### src/rtl/instr_fetch_unit_pkg.sv
// rtl/instr_fetch_unit_pkg.sv - shared opcodes, HALT word and fetch FSM state encoding
package instr_fetch_unit_pkg;

  typedef enum logic [3:0] {
    OP_VADD = 4'h0,
    OP_VDOT = 4'h1,
    OP_SMUL = 4'h2,
    OP_SST  = 4'h3,
    OP_VLD  = 4'h4,
    OP_VST  = 4'h5,
    OP_SLL  = 4'h6,
    OP_SLH  = 4'h7,
    OP_J    = 4'h8,
    OP_NOP  = 4'hF
  } opcode_e;

  localparam logic [15:0] HALT_WORD = 16'hFFFF;

  typedef enum logic [2:0] {
    ST_IDLE,
    ST_REQ,
    ST_WAIT,
    ST_HOLD,
    ST_HALT
  } fetch_state_e;

  function automatic logic is_jump(input logic [15:0] word);
    return word[15:12] == OP_J;
  endfunction

  function automatic logic is_halt(input logic [15:0] word);
    return word == HALT_WORD;
  endfunction

endpackage

### src/rtl/fetch_pc_reg.sv
// rtl/fetch_pc_reg.sv - PC register with sequential / J-target next-PC selection
module fetch_pc_reg
  import instr_fetch_unit_pkg::*;
#(
  parameter int            AW       = 8,
  parameter logic [AW-1:0] RESET_PC = '0
) (
  input  logic          clk,
  input  logic          rst_n,
  input  logic          advance,
  input  logic [15:0]   instr,
  input  logic [AW-1:0] instr_pc,
  output logic [AW-1:0] pc
);

  localparam int XW = AW + 12;

  logic [XW-1:0] offset_x;
  logic [XW-1:0] target_x;
  logic [AW-1:0] next_pc;
  logic          unused_target_hi;

  // Add in a width wide enough for any sign-extended offset, then wrap to AW bits.
  assign offset_x         = XW'($signed(instr[11:0]));
  assign target_x         = XW'(instr_pc) + offset_x;
  assign unused_target_hi = ^target_x[XW-1:AW];
  assign next_pc          = is_jump(instr) ? target_x[AW-1:0] : instr_pc + AW'(1);

  always_ff @(posedge clk or negedge rst_n) begin
    if (!rst_n) begin
      pc <= RESET_PC;
    end else if (advance) begin
      pc <= next_pc;
    end
  end

endmodule

### src/rtl/instr_fetch_unit.sv
// rtl/instr_fetch_unit.sv - single-outstanding instruction fetch FSM; FETCH_HALT_EN enables HALT
module instr_fetch_unit
  import instr_fetch_unit_pkg::*;
#(
  parameter int            AW       = 8,
  parameter logic [AW-1:0] RESET_PC = '0
) (
  input  logic          clk,
  input  logic          rst_n,
  output logic          imem_req,
  output logic [AW-1:0] imem_addr,
  input  logic          imem_rvalid,
  input  logic [15:0]   imem_rdata,
  output logic          instr_valid,
  output logic [15:0]   instr,
  output logic [AW-1:0] instr_pc,
  input  logic          instr_ready,
  output logic          halted
);

  fetch_state_e  state, state_nxt;
  logic [AW-1:0] pc;
  logic          advance;
  logic          halting;

  assign advance = (state == ST_HOLD) && instr_ready;

`ifdef FETCH_HALT_EN
  assign halting = is_halt(instr);
  assign halted  = (state == ST_HALT);
`else
  assign halting = 1'b0;
  assign halted  = 1'b0;
`endif

  fetch_pc_reg #(
    .AW       (AW),
    .RESET_PC (RESET_PC)
  ) u_pc (
    .clk      (clk),
    .rst_n    (rst_n),
    .advance  (advance),
    .instr    (instr),
    .instr_pc (instr_pc),
    .pc       (pc)
  );

  always_ff @(posedge clk or negedge rst_n) begin
    if (!rst_n) begin
      state <= ST_IDLE;
    end else begin
      state <= state_nxt;
    end
  end

  always_comb begin
    state_nxt = state;
    case (state)
      ST_IDLE: state_nxt = ST_REQ;
      ST_REQ:  state_nxt = ST_WAIT;
      ST_WAIT: if (imem_rvalid) state_nxt = ST_HOLD;
      ST_HOLD: if (instr_ready) state_nxt = halting ? ST_HALT : ST_REQ;
      ST_HALT: state_nxt = ST_HALT;
      default: state_nxt = ST_IDLE;
    endcase
  end

  // Responses are only taken in WAIT, so stale or stray rvalid pulses never reach the decoder.
  always_ff @(posedge clk or negedge rst_n) begin
    if (!rst_n) begin
      instr    <= 16'h0000;
      instr_pc <= '0;
    end else if ((state == ST_WAIT) && imem_rvalid) begin
      instr    <= imem_rdata;
      instr_pc <= pc;
    end
  end

  assign imem_req    = (state == ST_REQ);
  assign imem_addr   = pc;
  assign instr_valid = (state == ST_HOLD);

endmodule

### config.mk
export PLATFORM = sky130hd
export DESIGN_NAME = instr_fetch_unit
export DESIGN_NICKNAME = d
export VERILOG_FILES = /design/src/rtl/instr_fetch_unit_pkg.sv /design/src/rtl/fetch_pc_reg.sv /design/src/rtl/instr_fetch_unit.sv
export SDC_FILE = /design/constraint.sdc
export NUM_CORES = 1
export LEC_CHECK = 0
export BUFFER_PORTS_ARGS = -buffer_cell sky130_fd_sc_hd__buf_4
export CAP_MARGIN = 25
export CORE_MARGIN = 2
export CORE_UTILIZATION = 35
export DETAILED_ROUTE_END_ITERATION = 8
export PLACE_DENSITY = 0.63
export SETUP_SLACK_MARGIN = 0.2
export SKIP_CTS_REPAIR_TIMING = 1
export SLEW_MARGIN = 5
export SYNTH_ARGS = -nofsm -noshare
export SYNTH_HDL_FRONTEND = slang
export SYNTH_SLANG_ARGS = --single-unit
### constraint.sdc
create_clock -name clk -period 1.58 [get_ports clk]
set_input_delay 0.079 -clock clk [delete_from_list [all_inputs] [get_ports clk]]
set_output_delay 0.079 -clock clk [all_outputs]
set_load 0.03 [all_outputs]
; Word-level counts from Yosys, hierarchy flattened
; Index checks and enable logic that the tools add are counted.
; W data, S select, Z words.
[totals]
ff_bits = 35
input_bits = 20
out_inout_bits = 35
word_cells = 21
[classes]
addsub = 2
eq_ne = 7
n_mux = 4
reduce_logical = 4
[op_table]
columns = op, count
row1 = $pmux W3 S5, 1
row2 = $add A8 B1 Y8 const B, 1
row3 = $add A8 B8 Y8, 1
row4 = $mux W8, 1
row5 = $eq A3 B2 Y1 const B, 2
row6 = $mux W3, 2
row7 = $eq A4 B4 Y1 const B, 1
row8 = $eq A3 B1 Y1 const B, 1
row9 = $eq A3 B3 Y1 const B, 1
row10 = $logic_not A3 Y1, 1
row11 = $logic_and A1 B1 Y1, 2
row12 = $ne A2 B1 Y1 const B, 1
row13 = $ne A2 B2 Y1 const B, 1
row14 = $reduce_and A2 Y1, 1

; Depth between registers and ports, before layout
[depth]
ltp_word = 3
ltp_mapped = 8
mapped_depth_nobuf = 8

; Modules after synthesis
; Synthesis repeated with hierarchy kept, for this count alone.
[unflattened]
cells_unflattened = 166
area_unflattened_um2 = 1988.2
[modules_own_cells]
columns = module, instances, cells_each, area_each_um2, seq_area_each_um2
row1 = instr_fetch_unit, 1, 66, 1157.4, 675.6
row2 = fetch_pc_reg, 1, 100, 830.8, 200.2

; Worst setup path after synthesis
; Ideal clock, no wire load.
[synth_timing]
path_kind = register to register
startpoint = register instr_pc[0]
endpoint = register u_pc.pc[6]
setup_ns = 0.122
arrival_time_ns = 1.806
required_ns = 1.458
setup_slack_ns = -0.347
path_stages_with_launch = 9
path_buffers = 0
period_less_slack_ns = 1.927
cell_sequence = dfrtp_1 ha_1 inv_1 fa_1 nor2b_1 o31a_1 o22ai_1 mux2i_1 nand2_1
[synth_via]
elab_chain_len = 2
word_cells_on_any_way = 3
cone_classes = 2 x add/sub / 1 x mux
[synth_rtl]
columns = element, line
row1 = start: declaration, instr_fetch_unit.sv:16  ; output logic [AW-1:0] instr_pc,
row2 = start signal: assignment, instr_fetch_unit.sv:75  ; instr_pc <= pc;
row3 = $add A8 B1 Y8 / $add A8 B8 Y8 (equally long branches), "fetch_pc_reg.sv:27, fetch_pc_reg.sv:25"
row4 = $mux W8 *, fetch_pc_reg.sv:27  ; assign next_pc = is_jump(instr) ? target_x[AW-1:0] : instr_pc + AW'(1);
row5 = end signal: assignment, fetch_pc_reg.sv:33  ; pc <= next_pc;
row6 = end: declaration, fetch_pc_reg.sv:13  ; output logic [AW-1:0] pc
; Mark *: on every way between the ends. The rest lies on a longest branch, timed or not.
; A chain may end at the register's enable or synchronous reset.

; Final worst setup path
; Same ends and word-level chain as after synthesis.

==> run metrics <==
Synth Register Bits=35; global-route wire length before repair=7.38 mm; Inst Count DP=307; Die Ht=76.5 um; top_reg_cell synth=dfrtp_1; Peak VDD IR=1440 uV; final worst path period share=106%; Final WS setup=-0.103 ns; DR iter-0 viols=72; layout cells sized above 1=62.3%; minimum clock period=1.68 ns; Syn Inst Count=163; fin nets=285; Area Growth Syn to Fin=63.9%; Power Dens Cells=2360 nW/um^2; worst-skew pair later-pin latency=0.29 ns; FMAX=0.594 GHz; Antenna Nets Post-Route=0; clk root buf=clkbuf_8; initial antenna violation count=0; largest net degree at the start of global routing=36; Clock Path Buffers=2; Crit Path Class=flip-flop to flip-flop; synthesized cell area=1840 sq um; maxcap violations=0; CTS tree=built; die width=76.5 um; Critical Path Start Type=flip-flop; initial core utilization=36.2%; crit-path max FO=3; yosys warns=0; syn_nets=192; Residual DRC=0; vias in the first global route=1583; # diodes=0; outcome=complete, but fails checks; Hold WC Path Type=primary input to flip-flop; Avg Inst Size Synth=11.3 sq um; leakage=1.45 nW; fin cells=327; die area=5850 sq um; H-Tree Level Count=2; Arr. time, crit path=1.86 ns; Final Hold Fails=0; I/O Buffers=53; Pre-antenna DRT Iters=4; Req. time, crit path=1.76 ns; GRT Overall Usage=15.9%; sequential share of the synthesized area=47.6%; Max Transition Viols Final=0; CTS sink cnt=35; global route overflow=0; via/cell ratio=4.90; RePlAce Congestion=0.836; drt wl/cell=14.8 um; number of buffers created by CTS=5; Vias=1603; Setup violations, final=3; post-DP HPWL=3.38 mm; post-detailed-routing wire length=4.83 mm; final-layout fill cell count=475; post-synth cell types=42; Critical Path Sink Type=flip-flop; EDFF count, synth=0; Std-Cell Rows=26; num ports=55; Post-synth ARST share=100%; Clock Skew=0.00881 ns; failing checks=negative setup slack; Core ar.=5070 sq um; overall power=7.11 mW; Clock transition at path regs=0.08 ns; Hold WS=0.0113 ns; RSZ-0062 raised after global routing=yes
## placed cells by master, fill, tap and decap left out, drive strengths merged, types with 4 or more instances in the layout
cell type,count
buf,89
a21oi,5
ha,8
nor3b,4
clkbuf,6
inv,6
mux2,22
a22oi,4
nand2,12
xnor2,4
nor2,11
dfrtp,35
o21ai,9
## power breakdown
group | total, mW | switching [mW] | internal [mW]
Clock | 0.965 | 0.334 | 0.631
Combinational | 4.48 | 2.25 | 2.23
Sequential | 1.66 | 0.340 | 1.32
Total | 7.11 | 2.93 | 4.18
## sequential cells by signal, indices dropped and copies added (netlist names)
signal	flops
instr_pc	8
state	3
instr	16
u_pc.pc	8
## synth_stat cells (2+ instances only)
master,instances,area share [%]
or2_2,2,0.68
inv_1,5,1.0
nand2_1,12,2.4
xnor2_1,4,1.9
clkbuf_1,2,0.41
buf_6,2,1.2
mux2_2,21,13
nor2b_1,2,0.68
o21ai_0,9,2.4
nand3_1,3,0.82
a211oi_1,3,1.2
a21oi_1,5,1.4
nor3_1,2,0.54
o31a_1,2,0.95
xor2_1,3,1.4
mux2i_1,2,1.1
dfrtp_1,35,48
a21o_1,2,0.82
nor2_1,11,2.2
ha_1,8,5.4
nor3b_1,4,1.6
a22oi_1,4,1.6
## kinds of logic (layout without fill, tap and decap cells)
logic type / count (synthesis) / in the layout / share of synthesized area [%]
flops: 35 / 35 / 47.6
xor+xnor: 7 / 7 / 3.33
fa+ha+maj: 9 / 9 / 6.53
other cells: 1 / 1 / 0.204
mux: 24 / 24 / 14.6
simple gates: 43 / 43 / 12.9
buf+inv: 12 / 106 / 3.54
compound gates: 32 / 32 / 11.4
## layout make-up
type                    count  area (sq um)  share of cell area, %
clock buffers               6          72.6                   2.41
clock inverters             2          60.1                   1.99
inverters                   6          22.5                  0.747
multi-input cells         116          1150                   38.1
flip-flops and latches     35           893                   29.6
well taps                  70          87.6                   2.91
repair buffers             92           728                   24.2
## worst max-delay path, stage by stage (launching register included)
cell,delay (ns)
dfrtp_2,0.43
ha_4,0.16
inv_2,0.04
fa_2,0.21
nor2b_4,0.05
o31a_1,0.27
o22ai_2,0.12
mux2i_1,0.22
nand2_1,0.06
## final timing paths
| check | slack (ns) | end | cells after the start | from |
|---|---|---|---|---|
| min in group asynchronous | 0.28 | u_pc.pc[7] | 2 | rst_n |
| max in group asynchronous | 0.95 | instr_pc[2] | 2 | rst_n |
| worst min-delay path | 0.01 | instr[0] | 2 | imem_rdata[0] |
| worst max-delay path | -0.10 | u_pc.pc[6] | 8 | instr_pc[0] |
| worst min register to register | 0.52 | u_pc.pc[4] | 2 | u_pc.pc[4] |
| worst max register to register | -0.10 | u_pc.pc[6] | 8 | instr_pc[0] |
## metal layers
metal	GRT usage (%)	vias to the layer above	share of wire [%]
met3	4.74	7	6.2
met4	5.45	0	1.2
met2	28.4	57	51
met5	0	-	0
met1	18.1	776	41
li1	-	763	-
## per-stage QoR
step	setup slack (ns)	area [sq um]	utilization, %	setup TNS [ns]
floorplan	-0.171	2010	-	-2.60
global placement	-0.0863	2650	52.2	-0.222
detailed placement	-0.108	2650	52.2	-0.328
CTS	-0.127	2780	54.8	-0.448
global route	-0.159	3010	59.4	-0.633
finish	-0.103	3010	59.4	-0.139
Note: power is estimated with default switching activity, not from simulation.
